File: config.mk
export PLATFORM = sky130hd
export DESIGN_NAME = axi_lite_lsu_master
export DESIGN_NICKNAME = d
export VERILOG_FILES = /design/src/rtl/lsu_pkg.sv /design/src/rtl/load_align.sv /design/src/rtl/axi_lite_lsu_master.sv
export SDC_FILE = /design/constraint.sdc
export NUM_CORES = 1
export LEC_CHECK = 0
export CELL_PAD_IN_SITES_DETAIL_PLACEMENT = 0
export CELL_PAD_IN_SITES_GLOBAL_PLACEMENT = 1
export CORE_MARGIN = 2
export CORE_UTILIZATION = 35
export DETAILED_ROUTE_END_ITERATION = 16
export PLACE_DENSITY_LB_ADDON = 0.15
export RECOVER_POWER = 100
export SYNTH_ARGS = -nofsm -noshare
export SYNTH_HDL_FRONTEND = slang
export SYNTH_SLANG_ARGS = --single-unit
File: constraint.sdc
create_clock -name clk -period 9.79 [get_ports clk]
set_input_delay 0.979 -clock clk [delete_from_list [all_inputs] [get_ports clk]]
set_output_delay 0.979 -clock clk [all_outputs]
set_load 0.02 [all_outputs]
File: src/rtl/lsu_pkg.sv
// ============================================================================
// Module      : lsu_pkg
// Description : Shared encodings, FSM states and store-lane helpers for the
//               AXI4-Lite load/store initiator and the load alignment unit.
// Revision    : 1.0 - initial release
// ============================================================================
`default_nettype none

package lsu_pkg;

    localparam logic [1:0] ST_B = 2'b00;
    localparam logic [1:0] ST_H = 2'b01;
    localparam logic [1:0] ST_W = 2'b10;

    localparam logic [2:0] LD_B  = 3'b000;
    localparam logic [2:0] LD_H  = 3'b001;
    localparam logic [2:0] LD_W  = 3'b010;
    localparam logic [2:0] LD_BU = 3'b100;
    localparam logic [2:0] LD_HU = 3'b101;

    localparam logic [1:0] RESP_OKAY = 2'b00;

    typedef logic [2:0] lsu_state_t;
    localparam lsu_state_t S_IDLE  = 3'd0;
    localparam lsu_state_t S_WRITE = 3'd1;
    localparam lsu_state_t S_WRESP = 3'd2;
    localparam lsu_state_t S_RADDR = 3'd3;
    localparam lsu_state_t S_RDATA = 3'd4;
    localparam lsu_state_t S_DONE  = 3'd5;

    // Reserved store type yields an all-zero strobe but still goes on the bus
    function automatic logic [3:0] store_strb(input logic [1:0] st, input logic [1:0] off);
        case (st)
            ST_B:    store_strb = 4'b0001 << off;
            ST_H:    store_strb = off[1] ? 4'b1100 : 4'b0011;
            ST_W:    store_strb = 4'b1111;
            default: store_strb = 4'b0000;
        endcase
    endfunction

    function automatic logic [31:0] store_data(input logic [1:0] st, input logic [31:0] wd);
        case (st)
            ST_B:    store_data = {4{wd[7:0]}};
            ST_H:    store_data = {2{wd[15:0]}};
            default: store_data = wd;
        endcase
    endfunction

endpackage

`default_nettype wire

File: src/rtl/load_align.sv
// ============================================================================
// Module      : load_align
// Description : Combinational load aligner: selects byte/half from a bus word
//               and sign- or zero-extends it according to RV32 funct3.
// Revision    : 1.0 - initial release
// ============================================================================
`default_nettype none

module load_align
    import lsu_pkg::*;
(
    input  logic [31:0] rdata,
    input  logic [1:0]  offset,
    input  logic [2:0]  load_type,
    output logic [31:0] data
);

    logic [31:0] w_byte_shift;
    logic [31:0] w_half_shift;

    // Halfwords select on offset[1] only, so offset[0] never splits a lane
    assign w_byte_shift = rdata >> {offset, 3'b000};
    assign w_half_shift = rdata >> {offset[1], 4'b0000};

    always_comb begin
        data = w_byte_shift;
        case (load_type)
            LD_B:    data = {{24{w_byte_shift[7]}}, w_byte_shift[7:0]};
            LD_BU:   data = {24'd0, w_byte_shift[7:0]};
            LD_H:    data = {{16{w_half_shift[15]}}, w_half_shift[15:0]};
            LD_HU:   data = {16'd0, w_half_shift[15:0]};
            default: data = w_byte_shift;
        endcase
    end

endmodule

`default_nettype wire

File: src/rtl/axi_lite_lsu_master.sv
// ============================================================================
// Module      : axi_lite_lsu_master
// Description : CPU load/store to single AXI4-Lite transaction initiator with
//               CPU stall. Optional response error tracking: LSU_RESP_ERR_EN.
// Revision    : 1.0 - initial release
// ============================================================================
`default_nettype none

module axi_lite_lsu_master
    import lsu_pkg::*;
#(
    parameter int ADDR_W = 32
) (
    input  logic              clk,
    input  logic              rst,
    input  logic              mem_read,
    input  logic              mem_write,
    input  logic [1:0]        store_type,
    input  logic [2:0]        load_type,
    input  logic [ADDR_W-1:0] addr,
    input  logic [31:0]       write_data,
    output logic              stall,
    output logic              done,
    output logic [31:0]       load_data,
    output logic              bus_err,
    output logic [ADDR_W-1:0] m_awaddr,
    output logic              m_awvalid,
    input  logic              m_awready,
    output logic [31:0]       m_wdata,
    output logic [3:0]        m_wstrb,
    output logic              m_wvalid,
    input  logic              m_wready,
    input  logic [1:0]        m_bresp,
    input  logic              m_bvalid,
    output logic              m_bready,
    output logic [ADDR_W-1:0] m_araddr,
    output logic              m_arvalid,
    input  logic              m_arready,
    input  logic [31:0]       m_rdata,
    input  logic [1:0]        m_rresp,
    input  logic              m_rvalid,
    output logic              m_rready
);

    lsu_state_t        r_state;
    logic [ADDR_W-1:0] r_awaddr;
    logic [ADDR_W-1:0] r_araddr;
    logic [31:0]       r_wdata;
    logic [3:0]        r_wstrb;
    logic              r_awvalid;
    logic              r_wvalid;
    logic              r_arvalid;
    logic [2:0]        r_load_type;
    logic [1:0]        r_offset;
    logic [31:0]       r_load_data;

    logic [ADDR_W-1:0] w_word_addr;
    logic [31:0]       w_aligned;
    logic [31:0]       w_load_result;
    logic              w_aw_done;
    logic              w_w_done;

    assign w_word_addr = {addr[ADDR_W-1:2], 2'b00};
    // A channel counts as finished if it already handshook or handshakes now
    assign w_aw_done   = !r_awvalid || m_awready;
    assign w_w_done    = !r_wvalid || m_wready;

    load_align u_load_align (
        .rdata     (m_rdata),
        .offset    (r_offset),
        .load_type (r_load_type),
        .data      (w_aligned)
    );

`ifdef LSU_RESP_ERR_EN
    logic r_bus_err;

    assign w_load_result = (m_rresp != RESP_OKAY) ? 32'd0 : w_aligned;
    assign bus_err       = r_bus_err;

    always_ff @(posedge clk or posedge rst) begin
        if (rst) begin
            r_bus_err <= 1'b0;
        end else if ((r_state == S_WRESP && m_bvalid && m_bresp != RESP_OKAY) ||
                     (r_state == S_RDATA && m_rvalid && m_rresp != RESP_OKAY)) begin
            r_bus_err <= 1'b1;
        end
    end
`else
    logic w_unused_resp;

    assign w_unused_resp = ^{m_bresp, m_rresp};
    assign w_load_result = w_aligned;
    assign bus_err       = 1'b0;
`endif

    always_ff @(posedge clk or posedge rst) begin
        if (rst) begin
            r_state     <= S_IDLE;
            r_awaddr    <= '0;
            r_araddr    <= '0;
            r_wdata     <= 32'd0;
            r_wstrb     <= 4'd0;
            r_awvalid   <= 1'b0;
            r_wvalid    <= 1'b0;
            r_arvalid   <= 1'b0;
            r_load_type <= 3'd0;
            r_offset    <= 2'd0;
            r_load_data <= 32'd0;
        end else begin
            case (r_state)
                S_IDLE: begin
                    if (mem_write) begin
                        r_awaddr  <= w_word_addr;
                        r_wdata   <= store_data(store_type, write_data);
                        r_wstrb   <= store_strb(store_type, addr[1:0]);
                        r_awvalid <= 1'b1;
                        r_wvalid  <= 1'b1;
                        r_state   <= S_WRITE;
                    end else if (mem_read) begin
                        r_araddr    <= w_word_addr;
                        r_arvalid   <= 1'b1;
                        r_load_type <= load_type;
                        r_offset    <= addr[1:0];
                        r_state     <= S_RADDR;
                    end
                end
                S_WRITE: begin
                    if (m_awready) r_awvalid <= 1'b0;
                    if (m_wready)  r_wvalid  <= 1'b0;
                    if (w_aw_done && w_w_done) r_state <= S_WRESP;
                end
                S_WRESP: begin
                    if (m_bvalid) r_state <= S_DONE;
                end
                S_RADDR: begin
                    if (m_arready) begin
                        r_arvalid <= 1'b0;
                        r_state   <= S_RDATA;
                    end
                end
                S_RDATA: begin
                    if (m_rvalid) begin
                        r_load_data <= w_load_result;
                        r_state     <= S_DONE;
                    end
                end
                S_DONE:  r_state <= S_IDLE;
                default: r_state <= S_IDLE;
            endcase
        end
    end

    assign stall     = (r_state == S_IDLE) ? (mem_read || mem_write) : (r_state != S_DONE);
    assign done      = (r_state == S_DONE);
    assign load_data = r_load_data;
    assign m_awaddr  = r_awaddr;
    assign m_awvalid = r_awvalid;
    assign m_wdata   = r_wdata;
    assign m_wstrb   = r_wstrb;
    assign m_wvalid  = r_wvalid;
    assign m_bready  = (r_state == S_WRESP);
    assign m_araddr  = r_araddr;
    assign m_arvalid = r_arvalid;
    assign m_rready  = (r_state == S_RDATA);

endmodule

`default_nettype wire

==> impl_metrics.csv <==
group,metric,value,unit
run_status,status,"finished, violations left",
run_status,violations,"max-capacitance violations, max-slew violations",
clock_network,insertion_delay,0.43,ns
setup_path,worst_setup_path_start_kind,"primary input",
worst_hold_path,min_path_type,"register to register",
cells_and_area,fin_nets,961,
yosys,synth_cell_types,42,
cells_and_area,drive_gt1_share,9.77,%
clock_network,ctsResizeCount,0,
timing,fin_setup_tns,0,ns
yosys,ys_warn_count,0,
power_and_ir_drop,p_int,1840,µW
die,ios,254,
yosys,netlist_area,0.00641,mm²
timing,maxSlewViolCount,205,
run,maxCapViolCount,3,
route,drtIter0Drc,241,
yosys,syn_area_per_cell,10.4,µm²
placed_design,placed_cells,1057,
die,fp.dieW,139,µm
grt,overflow,0,
grt,grt_pass1_wl,29600,µm
timing,final.min_clock_period,4.84,ns
yosys,synthCells,618,
setup_path,max_stage_delay,2.74,ns
clock_network,ctsHoldBuffers,0,
clock_network,cts_root_buf,"clkbuf_16",
setup_path,critPathBufInv,2,
route,drt-total-wl,18800,µm
power_and_ir_drop,comb_power_share,46.3,%
timing,setup-violations-final,0,
timing,grt_setup_unrepaired,"no",
yosys,synth-edff-count,0,
power_and_ir_drop,power_frac_seq,33.7,%
setup_path,end_kind,"register",
clock_network,post-cts-setup-buffer-count,0,
clock_network,clockBufferDepth,2,
cells_and_area,syn2layout_area_growth,48.0,%
timing,hold_viol,0,
die,rows,49,
placed_design,globalplace.congestion,0.804,
power_and_ir_drop,switching_share,40.7,%
route,ant_nets,0,
timing,tightest_slew,3.93,ns
setup_path,path_class,"primary input to register",
placed_design,numPortBuffers,244,
die,die_height,139,µm
power_and_ir_drop,ir_drop,0.162,mV
yosys,synth_ff_type,"dfrtp_1",
clock_network,htreeDepth,4,
cells_and_area,fin_cells,1089,
timing,max_slew_margin,-162,%
route,routedWlPerCell,17.3,µm
cells_and_area,fillers,1652,
route,num_vias,5381,
placed_design,place_hpwl,13300,µm
cells_and_area,antenna_cells,0,
clock_network,path_clk_slew,0.06,ns
setup_path,crit_path_top_delay_cell,"clkbuf_1",
die,floorplan.initialDensity,35.7,%
die,dieArea,0.0194,mm²
setup_path,crit_chain,"dlygate4sd3_1 > nand2_2 > clkbuf_1 > o21ai_0",
grt,grt_max_degree,93,
route,via_per_inst,4.94,
clock_network,clock_sinks,139,
power_and_ir_drop,p_sw,1260,µW
setup_path,cp_data_arrival_time,4.96,ns
yosys,yosysSeqAreaShare,54.2,%
setup_path,cp.required,9.92,ns
route,drc_errors,0,
clock_network,cts_inserted_buffers,17,
power_and_ir_drop,leakagePower,0.00437,µW
timing,timing.final.crit_share,49.4,%
grt,grt_pass1_vias,5419,
timing,clock_skew,0.00839,ns
yosys,async_flop_share,100,%
route,drt_pass1_iterations,4,
power_and_ir_drop,clock_power_share,20.0,%
die,core,0.0180,mm²
clock_network,cts_tree,"yes",
grt,grtUsageTotal,19.3,%
grt,antenna_found_initial,0,
power_and_ir_drop,power_density,327,mW/mm²
timing,clock.fmax,207,MHz
setup_path,cp_top_family,"buffers and inverters",
timing,holdWs,0.466,ns
yosys,yosys_register_bits,139,
setup_path,worstPathMaxFanout,92,
## per-stage QoR
step,total power (µW),setup WS [ns],area (µm²),util [%]
finish,3100,4.95,9490,52.8
global route,3290,4.48,9490,52.8
CTS,3250,6.09,9520,53.0
detailed placement,2620,6.11,8960,49.9
global placement,2590,6.11,8960,49.9
floorplan,1870,5.09,6430,-
## layout by cell type, fill, tap and decap left out, drive strengths merged, types with 20 or more instances in the layout
master,Yosys,layout
mux2i,38,38
clkdlybuf4s50,0,106
clkbuf,15,20
mux2,47,47
dlygate4sd3,0,138
nor2,39,39
o21ai,38,38
nand2,167,167
dfrtp,139,139
a21oi,21,21
## path summary, 6_finish.rpt
| kind | start | endpoint | slack (ns) | cells past startpoint |
|---|---|---|---|---|
| max | mem_write | m_wdata[16] | 4.95 | 4 |
| min | m_wdata[1] | m_wdata[1] | 0.47 | 2 |
| max reg2reg | r_state[0] | m_wdata[16] | 5.38 | 4 |
| min reg2reg | m_wdata[1] | m_wdata[1] | 0.47 | 2 |
| max in group asynchronous | rst | m_awaddr[28] | 5.87 | 3 |
| min in group asynchronous | rst | m_araddr[16] | 1.93 | 2 |
## kinds of logic after synthesis
kind of cell	after synthesis	share of synthesized area (%)
and+or+nand+nor	248	16.8
DFF	139	54.2
AOI/OAI and AO/OA	92	9.05
muxes	89	15.6
buffers and inverters	49	4.23
other	1	0.0585
## sequential cells by signal, indices dropped and copies added (netlist names)
name and cells:
m_awvalid 1, r_state 3, m_awaddr 30, m_wstrb 4
r_offset 2, m_araddr 30, load_data 32, m_wvalid 1
m_arvalid 1, r_load_type 3, m_wdata 32
## metal layers
layer / share of wire [%] / global-route usage (%)
met1: 42 / 23.3
met4: 1.3 / 6.27
met5: 0 / 0
met3: 8.1 / 6.99
met2: 49 / 32.3
## tightest hold or removal path, cell delays in order, from the launching register on
cell,delay [ns]
dfrtp_1,0.33
nand2_1,0.05
nand2_1,0.05
## synth_stat cells, drive strengths merged (2+ instances only)
cell type / instances / area (µm²)
nand2: 167 / 629
nand2b: 8 / 50.1
clkbuf: 15 / 56.3
a21oi: 21 / 105
o22a: 8 / 70.1
nor2b: 4 / 25.0
nor2: 39 / 146
and2: 3 / 18.8
o31ai: 3 / 22.5
a22oi: 7 / 52.6
buf: 29 / 196
or2: 2 / 12.5
mux2i: 38 / 380
mux4: 4 / 90.1
dfrtp: 139 / 3480
nand3: 17 / 125
inv: 5 / 18.8
mux2: 47 / 529
nor3: 3 / 20.0
o21ai: 38 / 190
a211o: 3 / 26.3
a31oi: 5 / 31.3
## power by group through the flow
| stage | clock network, µW | registers, µW | logic [µW] |
|---|---|---|---|
| floorplan | 0 | 1330 | 546 |
| global placement | 0 | 1050 | 1530 |
| detailed placement | 0 | 1070 | 1550 |
| CTS | 636 | 1060 | 1550 |
| global route | 657 | 1090 | 1550 |
| finish | 619 | 1050 | 1440 |
## final cells by class
cell class	instances	area [µm²]	share of cell area [%]
Sequential cell	139	3480	36.7
Multi-Input combinational cell	434	2660	28.0
Timing Repair Buffer	250	2480	26.1
Clock buffer	18	439	4.63
Tap cell	229	287	3.02
Clock inverter	14	129	1.36
Inverter	5	20.0	0.211
(Power assumes the default switching activity.)
